**config.mk**
```make
export PLATFORM = sky130hd
export DESIGN_NAME = mat_collect_flat
export DESIGN_NICKNAME = d
export VERILOG_FILES = /design/src/rtl/mat_collect_if.sv /design/src/rtl/mat_collect.sv /design/src/flat_wrapper.sv
export SDC_FILE = /design/constraint.sdc
export NUM_CORES = 1
export LEC_CHECK = 0
export CAP_MARGIN = 20
export CELL_PAD_IN_SITES_DETAIL_PLACEMENT = 0
export CELL_PAD_IN_SITES_GLOBAL_PLACEMENT = 1
export CORE_UTILIZATION = 35
export DETAILED_ROUTE_END_ITERATION = 16
export MAX_ROUTING_LAYER = met4
export PLACE_DENSITY_LB_ADDON = 0.1
export SYNTH_ARGS = -nofsm -noshare
export SYNTH_HDL_FRONTEND = slang
export SYNTH_SLANG_ARGS = --single-unit
```
**constraint.sdc**
```tcl
create_clock -name clk -period 1.4 [get_ports clk]
set_input_delay 0.28 -clock clk [delete_from_list [all_inputs] [get_ports clk]]
set_output_delay 0.28 -clock clk [all_outputs]
set_load 0.02 [all_outputs]
```
**src/rtl/mat_collect_if.sv**
```systemverilog
// fixedp: clock/reset plus the scalar-in / matrix-out stream of a fixed-point matrix stage.
// ROWS/COLS here must match the parameters of the attached mat_collect.
interface fixedp #(
  parameter int WIDTH = 16,
  parameter int ROWS  = 2,
  parameter int COLS  = 2
) (
  input logic clk,
  input logic reset
);
  logic                            in_valid;
  logic                            in_ready;
  logic [WIDTH-1:0]                in_data;
  logic                            in_last;
  logic                            out_valid;
  logic                            out_ready;
  logic [ROWS:1][COLS:1][WIDTH-1:0] o;
  logic                            err;

  // Producer/consumer side: feeds scalars, takes matrices.
  modport master (
    input  clk, reset,
    output in_valid, in_data, in_last, out_ready,
    input  in_ready, out_valid, o, err
  );

  // Collector side.
  modport slave (
    input  clk, reset,
    input  in_valid, in_data, in_last, out_ready,
    output in_ready, out_valid, o, err
  );
endinterface

```
**src/rtl/mat_collect.sv**
```systemverilog
// mat_collect: row-major scalar-to-matrix deserialiser with valid/ready on both sides.
// Optional framing check on in_last enabled by defining MAT_COLLECT_FRAMECHK_EN.
module mat_collect #(
  parameter int ROWS = 2,
  parameter int COLS = 2
) (
  fixedp.slave g
);
  // 1-based indices need enough bits to hold COLS/ROWS themselves.
  localparam int XW = (COLS < 2) ? 1 : $clog2(COLS + 1);
  localparam int YW = (ROWS < 2) ? 1 : $clog2(ROWS + 1);

  typedef enum logic {
    FILL = 1'b0,
    FULL = 1'b1
  } state_t;

  state_t        state, state_n;
  logic [XW-1:0] x, x_n;
  logic [YW-1:0] y, y_n;
  logic          out_valid_n;
  logic          wr_en;
  logic          in_fire;
  logic          out_fire;
  logic          last_col;
  logic          last_row;

  assign g.in_ready = (state == FILL);
  assign in_fire    = g.in_valid && (state == FILL);
  assign out_fire   = g.out_valid && g.out_ready;
  assign last_col   = (x == XW'(COLS));
  assign last_row   = (y == YW'(ROWS));

  always_comb begin
    state_n     = state;
    x_n         = x;
    y_n         = y;
    out_valid_n = g.out_valid;
    wr_en       = 1'b0;
    case (state)
      FILL: begin
        if (in_fire) begin
          wr_en = 1'b1;
          if (!last_col) begin
            x_n = x + XW'(1);
          end else begin
            x_n = XW'(1);
            if (!last_row) begin
              y_n = y + YW'(1);
            end else begin
              y_n         = YW'(1);
              state_n     = FULL;
              out_valid_n = 1'b1;
            end
          end
        end
      end
      FULL: begin
        if (out_fire) begin
          state_n     = FILL;
          out_valid_n = 1'b0;
        end
      end
      default: state_n = FILL;
    endcase
  end

  always_ff @(posedge g.clk) begin
    if (g.reset) begin
      state       <= FILL;
      x           <= XW'(1);
      y           <= YW'(1);
      g.out_valid <= 1'b0;
      g.o         <= '0;
    end else begin
      state       <= state_n;
      x           <= x_n;
      y           <= y_n;
      g.out_valid <= out_valid_n;
      if (wr_en) begin
        g.o[y][x] <= g.in_data;
      end
    end
  end

`ifdef MAT_COLLECT_FRAMECHK_EN
  // in_last must be high on the final element and only there; err is diagnostic and sticky.
  always_ff @(posedge g.clk) begin
    if (g.reset) begin
      g.err <= 1'b0;
    end else if (in_fire && (g.in_last != (last_col && last_row))) begin
      g.err <= 1'b1;
    end
  end
`else
  assign g.err = 1'b0;
`endif

endmodule
```
**src/flat_wrapper.sv**
```systemverilog
// flat-port wrapper written by rule: the top's interface ports become plain ports
module mat_collect_flat 
#(
  parameter int ROWS = 2,
  parameter int COLS = 2
)
  (clk, reset, g_in_valid, g_in_data, g_in_last, g_out_ready, g_in_ready, g_out_valid, g_o, g_err);
  fixedp #(.ROWS(ROWS), .COLS(COLS)) g_i (.clk(clk), .reset(reset));
  input wire logic clk;
  input wire logic reset;
  input wire logic [$bits(g_i.in_valid)-1:0] g_in_valid;
  input wire logic [$bits(g_i.in_data)-1:0] g_in_data;
  input wire logic [$bits(g_i.in_last)-1:0] g_in_last;
  input wire logic [$bits(g_i.out_ready)-1:0] g_out_ready;
  output wire logic [$bits(g_i.in_ready)-1:0] g_in_ready;
  output wire logic [$bits(g_i.out_valid)-1:0] g_out_valid;
  output wire logic [$bits(g_i.o)-1:0] g_o;
  output wire logic [$bits(g_i.err)-1:0] g_err;
  assign g_i.in_valid = g_in_valid;
  assign g_i.in_data = g_in_data;
  assign g_i.in_last = g_in_last;
  assign g_i.out_ready = g_out_ready;
  assign g_in_ready = g_i.in_ready;
  assign g_out_valid = g_i.out_valid;
  assign g_o = g_i.o;
  assign g_err = g_i.err;
  mat_collect #(.ROWS(ROWS), .COLS(COLS)) u_core (.g(g_i));
endmodule
```
* Word-level counts from Yosys, hierarchy flattened
Cells that the tools add are included.
Storage, ports and cells: register bits 70, bits of input ports 21, output and inout bits 67, logic and storage cells 47
Cells by class: add/subtract/negate cells 2, $lt $le $gt $ge 4, equality and inequality tests 6, multiplexer cells 19, bitwise gates (word level) 1, reductions and logical operators 7
Operators by type and width (count):
- bitwise mux 64 bit | 1
- demux 32 bit (select 2 bit) | 1
- demux 16 bit (select 2 bit) | 1
- two-way mux 32 bit | 1
- two-way mux 16 bit | 1
- two-way mux 1 bit | 10
- less-than comparator 2 x 3 -> 1 bit, second input constant | 2
- inequality test 2 x 1 -> 1 bit, second input constant | 3
- adder 2 x 1 -> 2 bit, second input constant | 2
- == test 2 bit, second input constant | 2
- greater-or-equal comparator 2 x 1 -> 1 bit, second input constant | 2
- logical AND 1 bit | 4
- two-way mux 2 bit | 2
- one-hot mux 1 bit (2 select lines) | 2
- AND reduction 4 bit | 1
- AND reduction 3 bit | 1
- inequality test 2 bit, second input constant | 1
- AND reduction 2 bit | 1
- inverter 1 bit | 1

* Depth between registers and ports, before layout
depth after elaboration 7, gate-level depth with buffers 5, gate-level depth less buffers 3

* Least setup slack after synthesis
No wires, ideal clock.
kind register -> register, start point reg u_core.state, end point reg, netlist name u_core.g.o[22], setup time 0.072 ns, arrival time 1.202 ns, setup slack 0.126 ns, cell stages (with the launch flop) 6, buffers on the path 2, period minus slack after synthesis 1.274 ns, path through dfxtp_1 -> and4bb_2 -> buf_4 -> nand2_4 -> buf_6 -> mux2i_1
Between the ends: longest elaborated chain between the ends 4
Ends and longest elaborated chain:
- start: declaration | RTL line mat_collect.sv:18 | state_t state, state_n;
- start signal: assignment | RTL line mat_collect.sv:76 | state <= state_n;
- inverter 1 bit (no line)
- logical AND 1 bit | RTL line mat_collect.sv:29 | assign in_fire = g.in_valid && (state == FILL);
- two-way mux 1 bit | RTL line mat_collect.sv:42 | if (in_fire) begin
- two-way mux 1 bit (*) | RTL line mat_collect.sv:40 | case (state)
Every way passes the cells marked *; elsewhere a longest branch is shown, timed or not. A chain may end at the register's enable or synchronous reset.

* Worst setup path in the final report
start point in g_in_valid, end point reg, netlist name u_core.g.o[57]
Between the ends: longest elaborated chain between the ends 3
Ends and longest elaborated chain:
- start: declaration | RTL line flat_wrapper.sv:11 | input wire logic [$bits(g_i.in_valid)-1:0] g_in_valid;
- logical AND 1 bit | RTL line mat_collect.sv:29
- two-way mux 1 bit | RTL line mat_collect.sv:42
- two-way mux 1 bit | RTL line mat_collect.sv:40
No other way between the ends.

==> impl_metrics.toml <==
[sta]
fin_worst_skew_ns = 0.008726
fin_crit_ns = 1.361
setup_viol = 0
max_freq_mhz = 734.8
fin_crit_sh_pct = 97.21
hold_violations = 0
slew_violations = 0
rsz0062_at_grt = "false"
timing.hold.ws_ns = 0.3693
setup_tns_ns = 0

[clock_network]
root_buffer = "clkbuf_8"
postCtsSetupBuffers = 0
clockBufferDepth = 2
cts_buffers = 9
cts_tree = "yes"
clkLatencyLatePin_ns = 0.34
clkTransAtPathRegs_ns = 0.07
htree_num_levels = 3
ctsHoldBuffers = 0
cts.sinks = 70

[grt]
grt_use_total_pct = 15.48
antenna_found_initial = 0
grt_pass1_vias = 1977
grt_overflow = 0
grt_pass1_wl_mm = 9.680
grt_start_max_net_pins = 46

[logic_synthesis]
yosysTopAreaCell = "dfxtp_1"
ys_seq_elements = 70
yosys-top-cells-area = "dfxtp_1 50%, mux2i_1 23%, nand2b_1 19%"
synth.yosys.seq_area_share_pct = 50.00
synth-main-ff-cell = "dfxtp_1"
ys_types = 18
syn_avg_cell_area_sq_um = 10.91
synth_area_sq_um = 2803
yosys.cell_count.top_type = "nand2b_1"
syn_inst = 257
synth-async-reset-ratio_pct = 0
yosysWarnings = 0
synthTopCellsByCount = "83 x nand2b_1, 70 x dfxtp_1, 64 x mux2i_1, 9 x clkbuf_1, 6 x nand2_1"
synth_edf_count = 0
synth_top_area_share_pct = 50.00
synth_nets = 278

[route]
dr.pass1.iters = 4
drc_errors = 0
viasPerCell = 4.410
drt_first_iter_violations = 38
drt-total-wl_mm = 5.928
vias = 1989
ant_nets = 0
wl_per_cell_um = 13.14

[placed_design]
place_area_sq_um = 3787
place.gp.congestion = 0.6895
dp_hpwl_mm = 3.948
portBuffers = 85
dp.cells = 435

[setup_path]
cp-end-kind = "register"
cp.arrival_ns = 1.57
cp-start-kind = "input pin"
worst-path-max-fanout = 18
r2r_slack_ns = 0.10
worstSetupPathType = "in -> reg"
worstPathRequired_ns = 1.61

[floorplanning]
die_y_um = 91.49
ios = 88
fp.coreArea_sq_um = 7727
initial_utilization_pct = 36.27
die_w_um = 91.49
dieArea_sq_um = 8370
core.rowCount = 32

[outcome]
status = "completed"

[final_layout]
drive_above_1_share_pct = 7.736
fin_area_sq_um = 3923
fin_cells = 451
nNetsFinal = 365
diodes = 0
areaGrowthSynthToFinish_pct = 39.96

[power_and_ir_drop]
power.density_nw_per_um2 = 1083
max-vdd-ir-drop_mv = 0.6251
leakage_uw = 0.002001

[min_path]
holdCritPathClass = "in -> reg"

[run]
maxCapViolations = 0
[cell usage in the layout (no fill, tap or decap), types with 4 or more instances in the layout]
master and n:
a21oi_1 4, clkbuf_8 10, clkdlybuf4s50_1 18, dlygate4sd2_1 66, nand2_1 6, dfxtp_1 69, mux2i_1 64, buf_12 4
nand2b_1 83
[through the flow]
step | utilization [%] | worst slack [ns] | power, uW
2_1_floorplan | - | 0.1260 | 2361
3_3_place_gp | 49.01 | -0.2717 | 2570
3_5_place_dp | 49.01 | -0.3048 | 2571
4_1_cts | 50.74 | 0.01378 | 4322
5_1_grt | 50.76 | 0.003087 | 4446
6_report | 50.76 | 0.03911 | 4250
[registers in the layout, indices dropped and copies added, names as in the netlist]
register and flops:
u_core.y 2, u_core.state 1, u_core.g.o 64, u_core.x 2
u_core.g.out_valid 1
[path summary, 6_finish.rpt]
| kind | start | end | cells past startpoint |
|---|---|---|---|
| setup / recovery | g_in_valid | u_core.g.o[57]$_SDFFE_PP0P_ | 4 |
| hold / removal | reset | u_core.state$_SDFF_PP0_ | 3 |
| setup reg to reg | u_core.y[1]$_SDFFE_PP0P_ | u_core.g.o[37]$_SDFFE_PP0P_ | 4 |
| hold reg to reg | u_core.g.o[2]$_SDFFE_PP0P_ | u_core.g.o[2]$_SDFFE_PP0P_ | 2 |
[repair_timing]
item,in CTS,in global routing
pin swaps,0,0
resized for setup,66,1
setup endpoints to repair,66,1
[routing by layer]
layer / share of wire [%] / global-route usage, % / vias to the layer above
met5: 0 / - / -
met4: 1.3 / 7.540 / 0
met3: 5.4 / 4.606 / 11
met2: 47 / 24.12 / 52
met1: 46 / 18.17 / 914
li1: - / - / 1012
[logic make-up (layout without fill, tap and decap cells)]
family / count (synthesis) / count (layout) / share of synthesized area, %
AOI/OAI and AO/OA: 4 / 4 / 0.7143
xor gates and xnor gates: 2 / 2 / 0.6251
buffers and inverters: 17 / 109 / 3.392
DFF: 70 / 70 / 50.00
muxes: 64 / 64 / 22.86
other: 1 / 1 / 0.1338
and+or+nand+nor: 99 / 99 / 22.28
[final cells by class]
cell class	instances	area [sq um]
clock buffers	13	148.9
fillers	749	3805
well taps	102	127.6
repair buffers	92	865.8
clock inverters	3	67.56
multi-input cells	170	1306
inverters	1	3.754
flip-flops and latches	70	1403
[critical path, stage by stage]
cell	delay (ns)
clkdlybuf4s50_1	0.51
and4bb_2	0.33
nand2_4	0.25
mux2i_1	0.19
[power by group]
part | total [uW] | switching, uW | internal (uW)
Combinational | 417 | 201 | 215
Clock | 1770 | 710 | 1060
Sequential | 2070 | 25.6 | 2040
Total | 4250 | 937 | 3310
(Power assumes the default switching activity.)
